**config.mk**
```make
export PLATFORM = sky130hd
export DESIGN_NAME = screen_sequencer
export DESIGN_NICKNAME = d
export VERILOG_FILES = /design/src/rtl/pong_pkg.sv /design/src/rtl/button_debounce.sv /design/src/rtl/screen_sequencer.sv
export SDC_FILE = /design/constraint.sdc
export NUM_CORES = 1
export LEC_CHECK = 0
export CAP_MARGIN = 30
export CORE_MARGIN = 5
export CORE_UTILIZATION = 47
export DETAILED_ROUTE_END_ITERATION = 12
export GPL_ROUTABILITY_DRIVEN = 0
export PLACE_DENSITY = 0.78
export SYNTH_ARGS = -nofsm -noshare
export SYNTH_HDL_FRONTEND = slang
export SYNTH_SLANG_ARGS = --single-unit
```
**constraint.sdc**
```tcl
create_clock -name clk -period 1.7 [get_ports clk]
set_input_delay 0.17 -clock clk [delete_from_list [all_inputs] [get_ports clk]]
set_output_delay 0.17 -clock clk [all_outputs]
set_load 0.02 [all_outputs]
```
**src/rtl/pong_pkg.sv**
```systemverilog
// rtl/pong_pkg.sv - shared screen encodings and menu button geometry for the Pong display path
package pong_pkg;

    typedef enum logic [1:0] {
        SCR_MENU     = 2'd0,
        SCR_GAME     = 2'd1,
        SCR_CREDITS  = 2'd2,
        SCR_GAMEOVER = 2'd3
    } screen_t;

    // Menu button boxes, inclusive bounds; the menu renderer draws from the same numbers.
    localparam int MENU_BOX_X0   = 362;
    localparam int MENU_BOX_X1   = 674;
    localparam int MENU_START_Y0 = 46;
    localparam int MENU_START_Y1 = 146;
    localparam int MENU_CRED_Y0  = 622;
    localparam int MENU_CRED_Y1  = 722;

endpackage

```
**src/rtl/button_debounce.sv**
```systemverilog
// rtl/button_debounce.sv - two-flop synchroniser, stability-count debouncer and rising-edge pulse
module button_debounce #(
    parameter int CYCLES = 65000
) (
    input  logic clk,
    input  logic rst,
    input  logic btn_i,
    output logic press_o
);

    localparam int            CW   = $clog2(CYCLES + 1);
    localparam logic [CW-1:0] LAST = CW'(CYCLES - 1);

    logic          meta_q, sync_q;
    logic          level_q, level_d;
    logic          press_q, press_d;
    logic [CW-1:0] cnt_q, cnt_d;

    always_ff @(posedge clk or posedge rst) begin
        if (rst) begin
            meta_q  <= 1'b0;
            sync_q  <= 1'b0;
            level_q <= 1'b0;
            press_q <= 1'b0;
            cnt_q   <= '0;
        end else begin
            meta_q  <= btn_i;
            sync_q  <= meta_q;
            level_q <= level_d;
            press_q <= press_d;
            cnt_q   <= cnt_d;
        end
    end

    // The count only survives while the synchronised input disagrees with the accepted level.
    always_comb begin
        level_d = level_q;
        press_d = 1'b0;
        cnt_d   = '0;
        if (sync_q != level_q) begin
            if (cnt_q == LAST) begin
                level_d = sync_q;
                press_d = sync_q;
            end else begin
                cnt_d = cnt_q + CW'(1);
            end
        end
    end

    assign press_o = press_q;

endmodule

```
**src/rtl/screen_sequencer.sv**
```systemverilog
// rtl/screen_sequencer.sv - selects the active Pong screen, committing changes only at frame boundaries
module screen_sequencer
    import pong_pkg::*;
#(
    parameter int DEBOUNCE_CYCLES = 65000,
    parameter int GAMEOVER_FRAMES = 180,
    parameter int BOX_X0          = MENU_BOX_X0,
    parameter int BOX_X1          = MENU_BOX_X1,
    parameter int START_Y0        = MENU_START_Y0,
    parameter int START_Y1        = MENU_START_Y1,
    parameter int CRED_Y0         = MENU_CRED_Y0,
    parameter int CRED_Y1         = MENU_CRED_Y1
) (
    input  logic        clk,
    input  logic        rst,
    input  logic        vblnk_in,
    input  logic [11:0] xpos,
    input  logic [11:0] ypos,
    input  logic        mouse_left,
    input  logic        button,
    input  logic        game_over,
    output logic [1:0]  screen_sel,
    output logic        game_start,
    output logic        game_rst,
    output logic        frame_tick
);

    localparam logic [11:0] X0  = 12'(BOX_X0);
    localparam logic [11:0] X1  = 12'(BOX_X1);
    localparam logic [11:0] SY0 = 12'(START_Y0);
    localparam logic [11:0] SY1 = 12'(START_Y1);
    localparam logic [11:0] CY0 = 12'(CRED_Y0);
    localparam logic [11:0] CY1 = 12'(CRED_Y1);

    localparam int             FCW     = $clog2(GAMEOVER_FRAMES + 1);
    localparam logic [FCW-1:0] FC_LAST = FCW'(GAMEOVER_FRAMES - 1);
    localparam logic [FCW-1:0] FC_MAX  = FCW'(GAMEOVER_FRAMES);

    logic           vblnk_q, frame_tick_q;
    logic           m_meta_q, m_sync_q, m_prev_q;
    screen_t        scr_q, scr_d;
    screen_t        pend_q, pend_d;
    logic           pend_vld_q, pend_vld_d;
    logic [FCW-1:0] fcnt_q, fcnt_d;
    logic           game_start_q, game_start_d;
    logic           game_rst_q, game_rst_d;

    logic    fb, click, press, in_x, in_start, in_cred;
    logic    req_vld;
    screen_t req_tgt;

    button_debounce #(
        .CYCLES (DEBOUNCE_CYCLES)
    ) u_button_debounce (
        .clk     (clk),
        .rst     (rst),
        .btn_i   (button),
        .press_o (press)
    );

    assign fb       = vblnk_in & ~vblnk_q;
    assign click    = m_sync_q & ~m_prev_q;
    assign in_x     = (xpos >= X0) && (xpos <= X1);
    assign in_start = in_x && (ypos >= SY0) && (ypos <= SY1);
    assign in_cred  = in_x && (ypos >= CY0) && (ypos <= CY1);

    always_ff @(posedge clk or posedge rst) begin
        if (rst) begin
            vblnk_q      <= 1'b0;
            frame_tick_q <= 1'b0;
            m_meta_q     <= 1'b0;
            m_sync_q     <= 1'b0;
            m_prev_q     <= 1'b0;
            scr_q        <= SCR_MENU;
            pend_q       <= SCR_MENU;
            pend_vld_q   <= 1'b0;
            fcnt_q       <= '0;
            game_start_q <= 1'b0;
            game_rst_q   <= 1'b1;
        end else begin
            vblnk_q      <= vblnk_in;
            frame_tick_q <= fb;
            m_meta_q     <= mouse_left;
            m_sync_q     <= m_meta_q;
            m_prev_q     <= m_sync_q;
            scr_q        <= scr_d;
            pend_q       <= pend_d;
            pend_vld_q   <= pend_vld_d;
            fcnt_q       <= fcnt_d;
            game_start_q <= game_start_d;
            game_rst_q   <= game_rst_d;
        end
    end

    always_comb begin
        req_vld      = 1'b0;
        req_tgt      = SCR_MENU;
        scr_d        = scr_q;
        pend_d       = pend_q;
        pend_vld_d   = pend_vld_q;
        fcnt_d       = fcnt_q;

        case (scr_q)
            SCR_MENU: begin
                if (click && in_start) begin
                    req_vld = 1'b1;
                    req_tgt = SCR_GAME;
                end else if (click && in_cred) begin
                    req_vld = 1'b1;
                    req_tgt = SCR_CREDITS;
                end
            end
            SCR_GAME: begin
                if (press) begin
                    req_vld = 1'b1;
                end else if (game_over) begin
                    req_vld = 1'b1;
                    req_tgt = SCR_GAMEOVER;
                end
            end
            SCR_CREDITS:  req_vld = press;
            SCR_GAMEOVER: req_vld = press || (fcnt_q == FC_LAST);
            default:      req_vld = 1'b0;
        endcase

        if (fb && pend_vld_q) begin
            scr_d      = pend_q;
            pend_vld_d = 1'b0;
        end
        // A request raised on the boundary cycle lands in pending after the commit, so it waits a frame.
        if (req_vld && (req_tgt != scr_q)) begin
            pend_d     = req_tgt;
            pend_vld_d = 1'b1;
        end

        if ((scr_d == SCR_GAMEOVER) && (scr_q != SCR_GAMEOVER)) begin
            fcnt_d = '0;
        end else if ((scr_q == SCR_GAMEOVER) && fb && (fcnt_q != FC_MAX)) begin
            fcnt_d = fcnt_q + FCW'(1);
        end

        game_start_d = (scr_d == SCR_GAME) && (scr_q != SCR_GAME);
        game_rst_d   = (scr_d != SCR_GAME);
    end

    assign screen_sel = scr_q;
    assign game_start = game_start_q;
    assign game_rst   = game_rst_q;
    assign frame_tick = frame_tick_q;

endmodule

```
Yosys cells after proc, flatten, opt, wreduce, memory -nomap -nowiden. Index checks and enable logic that the tools add are counted.

Equality and inequality tests: 13. Bitwise operators: 4. $add $sub $neg: 2. Reduce and logical (&&, ||, !) cells: 18. Magnitude comparators: 6. Multiplexer cells: 19.

Operators with widths (count): two-way mux 16 bit (2); less-or-equal comparator 12 x 10 -> 1 bit, second input constant (2); adder 16 x 1 -> 16 bit, second input constant (1); == test 16 bit, second input constant (1); two-way mux 8 bit (2); logical AND 1 bit (13); >= comparator 12 x 10 -> 1 bit, second input constant (1); >= comparator 12 x 6 -> 1 bit, second input constant (1); >= comparator 12 x 9 -> 1 bit, second input constant (1); less-or-equal comparator 12 x 8 -> 1 bit, second input constant (1); two-way mux 2 bit (5); adder 8 x 1 -> 8 bit, second input constant (1); == test 8 bit, second input constant (1); two-way mux 1 bit (8); != test 8 bit, second input constant (1); == test 2 bit, second input constant (3); == test 2 x 1 -> 1 bit, second input constant (2); != test 2 x 1 -> 1 bit, second input constant (2); case mux 1 bit (4 select lines) (1); case mux 2 bit (2 select lines) (1); nonzero test 2 bit (2); bitwise AND 1 bit (2); logical NOT 2 bit (1); != test 2 bit (1); other kinds (5) (6).

Flip-flop bits (word level): 40. Logic and storage cells: 78. Output and inout bits: 5.

Longest topological paths before layout. Gate-level depths: netlist (run 1).

Depth after elaboration: 11. Gate-level depth with buffers: 6. Gate-level depth less buffers: 6.

Cells and area by module. From an unflattened synthesis (run 1), not the netlist that was laid out.

Cells, all modules: 200. Area total of the unflattened synthesis: 2060.7 µm².

By module, submodules not included: screen_sequencer (times used 1, cells an instance 109, seq. area each 501.7 µm², area each 1121.1 µm²); button_debounce (times used 1, cells an instance 91, seq. area each 500.5 µm², area each 939.7 µm²).

Worst setup path before layout (run 1). Ideal clock, no wire load.

Path kind: flip-flop to flip-flop. Start: register scr_q[0] (netlist: screen_sel[0]). End: register pend_q[0]. Data required time: 1580 ps. Cell stages (with the launch flop): 6. Setup time: 120 ps. Clock period less this slack: 1856 ps. Data arrival time: 1737 ps. Slack: -156 ps. Cell sequence: dfrtp_1 > or4b_1 > nor3_2 > o221ai_2 > or2_1 > a31o_1.

Word-level cells in the longest chain between the ends: 4.

Ends and longest elaborated chain: start, declared (RTL line screen_sequencer.sv:41) `screen_t scr_q, scr_d;`; start signal, assigned (RTL line screen_sequencer.sv:86) `scr_q <= scr_d;`; == test 2 x 1 -> 1 bit or logical NOT 2 bit (tied branches) (RTL line screen_sequencer.sv:103) `case (scr_q)`; case mux 2 bit (2 select lines) (RTL line screen_sequencer.sv:103); != test 2 bit (RTL line screen_sequencer.sv:131) `if (req_vld && (req_tgt != scr_q)) begin`; logical AND 1 bit (RTL line screen_sequencer.sv:131); end signal, assigned (RTL line screen_sequencer.sv:87) `pend_q <= pend_d;`; end, declared (RTL line screen_sequencer.sv:42) `screen_t pend_q, pend_d;`.

Several ways; a longest one is shown, not always the timed one. A chain may end at the register's enable or synchronous reset.

Worst setup path in the final report (run 1).
Start: register scr_q[1] (netlist: screen_sel[1]). End: register pend_q[0].

Same word-level chain as after synthesis.

==> results.py, run 1 <==
metrics = {
    "clocking": {
        "h-tree-depth": 2,
        "cts_sinks": 40,
        "cts_buffers": 5,
        "cts_hold_buf": 0,
        "clockBufferDepth": 2,
        "cts-root-buf": "clkbuf_8",
        "cts_tree": "done",
        "clk_pin_slew_worst_paths_ns": 0.08,
        "clock_latency_ns": 0.29,
    },
    "synthesis": {
        "ys_seq_area_share_pct": 51.98,
        "synth_flop_cell": "dfrtp_1",
        "ys_warn_count": 0,
        "syn-cell-area_um2": 1928,
        "yosysTopAreaCellShare_pct": 50.62,
        "synth_edf_count": 0,
        "ys_types": 41,
        "synth_top_area_cell": "dfrtp_1",
        "syn_avg_cell_area_um2": 10.26,
        "synthArstFlopShare_pct": 100.0,
        "ys_ff_latch": 40,
        "syn_inst": 188,
        "synth.net_count": 221,
        "synth_area_leaders": "dfrtp_1 (51%), nor2_1 (5.8%), xnor2_1 (5.0%)",
    },
    "final_layout": {
        "finalNetCount": 279,
        "syn2layout_area_growth_pct": 34.91,
        "drive_gt1_share_pct": 16.19,
        "diodes": 0,
        "final_core_util_pct": 65.03,
        "n_fill_cell": 331,
    },
    "setup_path": {
        "reg2reg_slack_ns": -0.05,
        "cp-endpoint": "pend_q[0]$_DFFE_PP0P_",
        "critPathArrivalTime_ns": 1.94,
        "crit_required_ns": 1.88,
        "criticalPathCategory": "flop to flop",
        "rr_startpoint": "screen_sel[1]$_DFF_PP0_",
        "r2r-end": "pend_q[0]$_DFFE_PP0P_",
        "rr_worst_depth": 5,
        "start_kind": "flop",
        "crit_path_max_fanout": 2,
        "critPathLaunch": "screen_sel[1]$_DFF_PP0_",
        "cp-end-kind": "flop",
    },
    "global_routing": {
        "grt_usage_pct": 16.23,
        "grt_pass1_wl_um": 6879,
        "antenna_found_initial": 0,
        "grt-ovfl-total": 0,
        "grt_pass1_vias": 1570,
        "grt_max_degree": 41,
    },
    "sta": {
        "setup_viol_count_final": 1,
        "slew_headroom_pct": 68.82,
        "clock.fmax_mhz": 569.9,
        "hold_viol_final": 0,
        "rsz0062_at_grt": "yes",
        "fin_ws_ns": -0.05472,
        "fin_crit_sh_pct": 103.2,
        "tightest_slew_ns": 0.4638,
        "layout_min_cycle_time_ns": 1.755,
        "slew_viol_final": 0,
        "fin_skew_ns": 0.006441,
    },
    "detailed_routing": {
        "drtAntennaViolNets": 0,
        "viasPerCell": 5.195,
        "dr.pass1.iters": 4,
        "wire_per_inst_um": 13.43,
        "drt-initial-drc-count": 81,
        "remaining_drc_errors": 0,
        "drt-total-wl_um": 3988,
        "route.vias.total": 1543,
    },
    "floorplan": {
        "std_cell_rows": 23,
        "design.core.area_um2": 4000,
        "dieArea_um2": 5483,
        "die_h_um": 74.05,
        "die_x_um": 74.05,
        "start_util_pct": 48.20,
        "ioPinCount": 35,
    },
    "pwr": {
        "power_mw": 2.040,
        "p_leak_nw": 1.107,
        "power.density_nw_per_um2": 784.2,
        "irDropWorstVdd_mv": 0.5472,
    },
    "run": {
        "maxCapViolCount": 0,
    },
    "placement": {
        "portBuffers": 34,
        "place_ws_ns": -0.3601,
        "hpwlAfterDp_um": 3038,
    },
    "min_path": {
        "hold_path.class": "primary input to asynchronous set/reset pin",
    },
    "run_status": {
        "status": "complete, but fails checks",
        "violations": "setup timing",
    },
}
Yosys cell counts, drive strengths merged (2+ instances only):
library cell and instances:
nor2b 4, inv 9, and3 5, dfrtp 39, o31ai 2, and2b 2, a211oi 2, o311ai 2
nand4b 2, o21ai 3, xor2 10, a21oi 3, nor2 30, or3 3, xnor2 11, nor3 5
nor4 4, nor3b 2, mux2 4, nand4 5, a2111oi 2, nand3 6, nand2 15, ha 3
power by group:
part           internal [mW]  switching (mW)  total (mW)
clock                  0.328           0.324       0.653
sequential              1.02          0.0375        1.05
combinational          0.183           0.150       0.333
cell usage in the layout (no fill, tap or decap), types with 4 or more instances in the layout:
cell	count
nor2_1	30
nor2b_1	4
xor2_1	10
nor4_1	4
clkdlybuf4s50_1	34
clkbuf_8	6
nand4_1	5
nand2_1	15
inv_1	9
buf_4	16
and3_1	5
dfrtp_1	37
nand3_1	6
xnor2_1	11
nor3_1	4
mux2_2	4
layout make-up:
| type | count | area [um^2] | share of cell area, % |
|---|---|---|---|
| clock inverter | 2 | 15.01 | 0.5772 |
| clock buffer | 6 | 82.58 | 3.175 |
| inverter | 9 | 33.78 | 1.299 |
| sequential | 40 | 1005 | 38.62 |
| timing repair buffer | 52 | 491.7 | 18.90 |
| multi-input combinational | 138 | 910.9 | 35.02 |
| tap | 50 | 62.56 | 2.405 |
what timing repair did:
| item | CTS | global route |
|---|---|---|
| buffers inserted | 0 | 0 |
| gates resized for setup | 2 | 8 |
| pin swaps | 0 | 2 |
| setup endpoints to repair | 2 | 17 |
cells by family after synthesis:
family	Yosys count	synth area share (%)
fa+ha+maj	3	1.947
mux	4	2.336
buf+inv	10	2.141
xor+xnor	21	9.539
flops	40	51.98
compound gates	21	8.306
simple gates	89	23.75
state kept, by name, summed over array words and instances (netlist names), 2 cells and up:
signal	cells
fcnt_q	8
pend_q	2
screen_sel	2
u_button_debounce.cnt_q	16
worst min path at each step:
stage | startpoint | endpoint | slack, ns
floorplan | mouse_left | m_meta_q$_DFF_PP0_ | 0.20
global placement | u_button_debounce.meta_q$_DFF_PP0_ | u_button_debounce.sync_q$_DFF_PP0_ | 0.33
detailed placement | m_meta_q$_DFF_PP0_ | m_sync_q$_DFF_PP0_ | 0.34
CTS | rst | fcnt_q[3]$_DFFE_PP0P_ | 0.22
global route | rst | fcnt_q[3]$_DFFE_PP0P_ | 0.25
finish | rst | fcnt_q[3]$_DFFE_PP0P_ | 0.22
worst max-delay path, stage by stage, from the launching register on:
cell	delay, ns
dfrtp_2	0.40
or4b_4	0.53
nor3_4	0.13
o221ai_2	0.12
or2_1	0.24
a31o_1	0.22
layer usage:
metal,part of all wire [%],up-vias,wire length (um),track usage [%]
met1,41,735,1651,19.43
met2,53,28,2131,28.25
met3,3.6,8,142,4.054
met4,1.6,0,63,5.835
li1,-,772,-,-
met5,0,-,0,0
stage by stage:
step	hold WS, ns	cell area (um^2)	TNS (ns)	instances
after floorplan	0.2014	1931	-0.1116	188
after global placement	0.3333	2474	-0.6084	289
after global routing	0.2452	2601	-0.2450	297
final	0.2179	2601	-0.05472	297
after detailed placement	0.3420	2474	-0.8892	289
after CTS	0.2219	2581	-0.08951	297
No activity file was read; power rests on OpenSTA's default activity.
==> inputs of run 2 (changes only) <==
PLACE_DENSITY = 0.77   (was 0.78)
SYNTH_HIERARCHICAL = 1   (was unset)
==> run 2 against run 1 <==
The run now ends clean. Sequential power down 6%. Highest routed layer unchanged. Combinational power down 37%. Critical path depth up 2. Clock power about the same. Register-to-register slack better by 0.11 ns. Largest power group unchanged. Critical path type is now primary input to flop. Design area up 7.1%.
==> results.py, run 2 <==
metrics = {
    "run_status": {
        "status": "completed",
    },
    "sta": {
        "fin_skew_ns": 0.004599,
        "clock.fmax_mhz": 598.0,
        "rsz0062_at_grt": "yes",
        "layout_min_cycle_time_ns": 1.672,
        "slew_viol_final": 0,
        "setup_viol_count_final": 0,
        "setup_tns_ns": 0,
        "slew_headroom_pct": 72.05,
        "fin_ws_ns": 0.02779,
        "hold_viol_final": 0,
        "fin_crit_sh_pct": 98.37,
        "tightest_slew_ns": 0.4188,
    },
    "clocking": {
        "cts_hold_buf": 0,
        "cts_sinks": 40,
        "clk_pin_slew_worst_paths_ns": 0.08,
        "clockBufferDepth": 2,
        "cts_buffers": 5,
        "cts_tree": "done",
        "h-tree-depth": 2,
        "clock_latency_ns": 0.29,
        "cts-root-buf": "clkbuf_8",
    },
    "setup_path": {
        "r2r-end": "pend_q[0]$_DFFE_PP0P_",
        "criticalPathCategory": "primary input to flop",
        "cp-end-kind": "flop",
        "crit_required_ns": 1.88,
        "crit_path_max_fanout": 3,
        "rr_startpoint": "m_prev_q$_DFF_PP0_",
        "reg2reg_slack_ns": 0.06,
        "rr_worst_depth": 5,
        "critPathArrivalTime_ns": 1.85,
        "start_kind": "primary input",
    },
    "final_layout": {
        "drive_gt1_share_pct": 18.28,
        "largest_reg_flops": 16,
        "final_common_cell": "dfrtp_1",
        "layout_common_cells": "dfrtp_1 (38), clkdlybuf4s50_1 (34), nor2_1 (27), buf_4 (27), nand2_1 (12)",
        "diodes": 0,
        "syn2layout_area_growth_pct": 35.15,
        "regMostFlops": "u_button_debounce/cnt_q",
        "top_regs": "u_button_debounce/cnt_q x16, fcnt_q x8",
        "final_core_util_pct": 64.86,
        "n_fill_cell": 335,
        "finalNonFillerCells": 320,
        "finalNetCount": 300,
    },
    "synthesis": {
        "syn_avg_cell_area_um2": 10.30,
        "ys_types": 46,
        "ys_seq_area_share_pct": 48.63,
        "syn-cell-area_um2": 2061,
        "synth.net_count": 233,
        "ys_ff_latch": 40,
        "synth_top_area_cell": "dfrtp_1",
        "synth_edf_count": 0,
        "syn_inst": 200,
        "synthArstFlopShare_pct": 100.0,
        "synth_common_cells": "dfrtp_1 (39), nor2_1 (27), nand2_1 (12)",
        "synth_area_leaders": "dfrtp_1 (47%), nor2_1 (4.9%), xnor2_1 (3.8%)",
        "yosysTopAreaCellShare_pct": 47.36,
        "synth_flop_cell": "dfrtp_1",
        "ys_warn_count": 6,
        "yosysMostFrequentCell": "dfrtp_1",
    },
    "placement": {
        "hpwlAfterDp_um": 3345,
        "portBuffers": 34,
        "place_ws_ns": -0.2507,
        "dp.cells": 310,
    },
    "detailed_routing": {
        "wire_per_inst_um": 13.58,
        "drt-total-wl_um": 4344,
        "viasPerCell": 5.350,
        "drtAntennaViolNets": 0,
        "route.vias.total": 1712,
        "drt-initial-drc-count": 23,
        "dr.pass1.iters": 6,
        "remaining_drc_errors": 0,
    },
    "global_routing": {
        "grt_pass1_vias": 1653,
        "antenna_found_initial": 0,
        "grt_usage_pct": 15.48,
        "grt-ovfl-total": 0,
        "grt_max_degree": 21,
        "grt_pass1_wl_um": 7396,
    },
    "floorplan": {
        "std_cell_rows": 24,
        "start_util_pct": 47.99,
        "die_x_um": 76.22,
        "die_h_um": 76.22,
        "design.core.area_um2": 4294,
        "ioPinCount": 35,
        "dieArea_um2": 5809,
    },
    "pwr": {
        "p_leak_nw": 1.212,
        "power.density_nw_per_um2": 662.8,
        "irDropWorstVdd_mv": 0.3990,
    },
    "min_path": {
        "hold_path.class": "primary input to asynchronous set/reset pin",
    },
    "run": {
        "maxCapViolCount": 0,
    },
}
## run 2: power breakdown
| part | internal (mW) | switching, mW | leakage (nW) |
|---|---|---|---|
| combinational | 0.117 | 0.0930 | 0.631 |
| clock | 0.324 | 0.327 | 0.0510 |
| sequential | 0.972 | 0.0137 | 0.529 |
## run 2: cell type report
class	instances	area (um^2)	share of cell area (%)
clock inverters	2	10.01	0.3594
clock buffers	6	82.58	2.965
inverters	9	33.78	1.213
multi-input cells	149	1027	36.88
repair buffers	62	563.0	20.22
well taps	52	65.06	2.336
flip-flops and latches	40	1003	36.03
## run 2: metal layers
| layer | up-vias | GRT usage [%] | routed length, um |
|---|---|---|---|
| met5 | - | 0 | 0 |
| met4 | 0 | 4.196 | 54 |
| met3 | 7 | 5.674 | 197 |
| met2 | 31 | 26.71 | 2295 |
| met1 | 825 | 17.99 | 1796 |
| li1 | 849 | - | - |
## run 2: cells by family after synthesis
family                   after synthesis  synth area share [%]
AND/OR/NAND/NOR                       97                 27.87
flip-flops                            40                 48.63
AO/OA/AOI/OAI                         27                 9.837
XOR/XNOR                              18                 7.651
buffers and inverters                 11                 2.064
multiplexers                           4                 2.125
adder cells (fa/ha/maj)                3                 1.822
## run 2: worst max-delay path by stage
| stage | start | to | cells after the start |
|---|---|---|---|
| floorplan | u_button_debounce/cnt_q[3]$_DFF_PP0_ | u_button_debounce/cnt_q[15]$_DFF_PP0_ | 5 |
| global placement | ypos[0] | pend_q[0]$_DFFE_PP0P_ | 6 |
| detailed placement | xpos[10] | pend_q[0]$_DFFE_PP0P_ | 6 |
| CTS | m_prev_q$_DFF_PP0_ | pend_q[0]$_DFFE_PP0P_ | 5 |
| global route | m_prev_q$_DFF_PP0_ | pend_q[0]$_DFFE_PP0P_ | 5 |
| finish | xpos[4] | pend_q[0]$_DFFE_PP0P_ | 7 |
## run 2: repair_timing
action	CTS	global route
setup buffers	1	1
endpoints found under the setup margin	1	19
pin swaps	2	1
hold endpoints to repair	0	0
gates resized for setup	0	4
## run 2: critical path, stage by stage
cell	delay, ns
clkdlybuf4s50_1	0.44
or3_1	0.39
a21oi_1	0.18
o22ai_2	0.12
buf_4	0.15
nor2b_1	0.14
a221o_1	0.28
## run 2: metrics by stage
| stage | area [um^2] | total power [mW] | hold WS [ns] |
|---|---|---|---|
| floorplan | 2061 | 1.082 | 0.1331 |
| global placement | 2665 | 1.210 | 0.3335 |
| detailed placement | 2665 | 1.214 | 0.3393 |
| CTS | 2765 | 1.868 | 0.1950 |
| global route | 2785 | 1.930 | 0.2222 |
| finish | 2785 | 1.846 | 0.1914 |
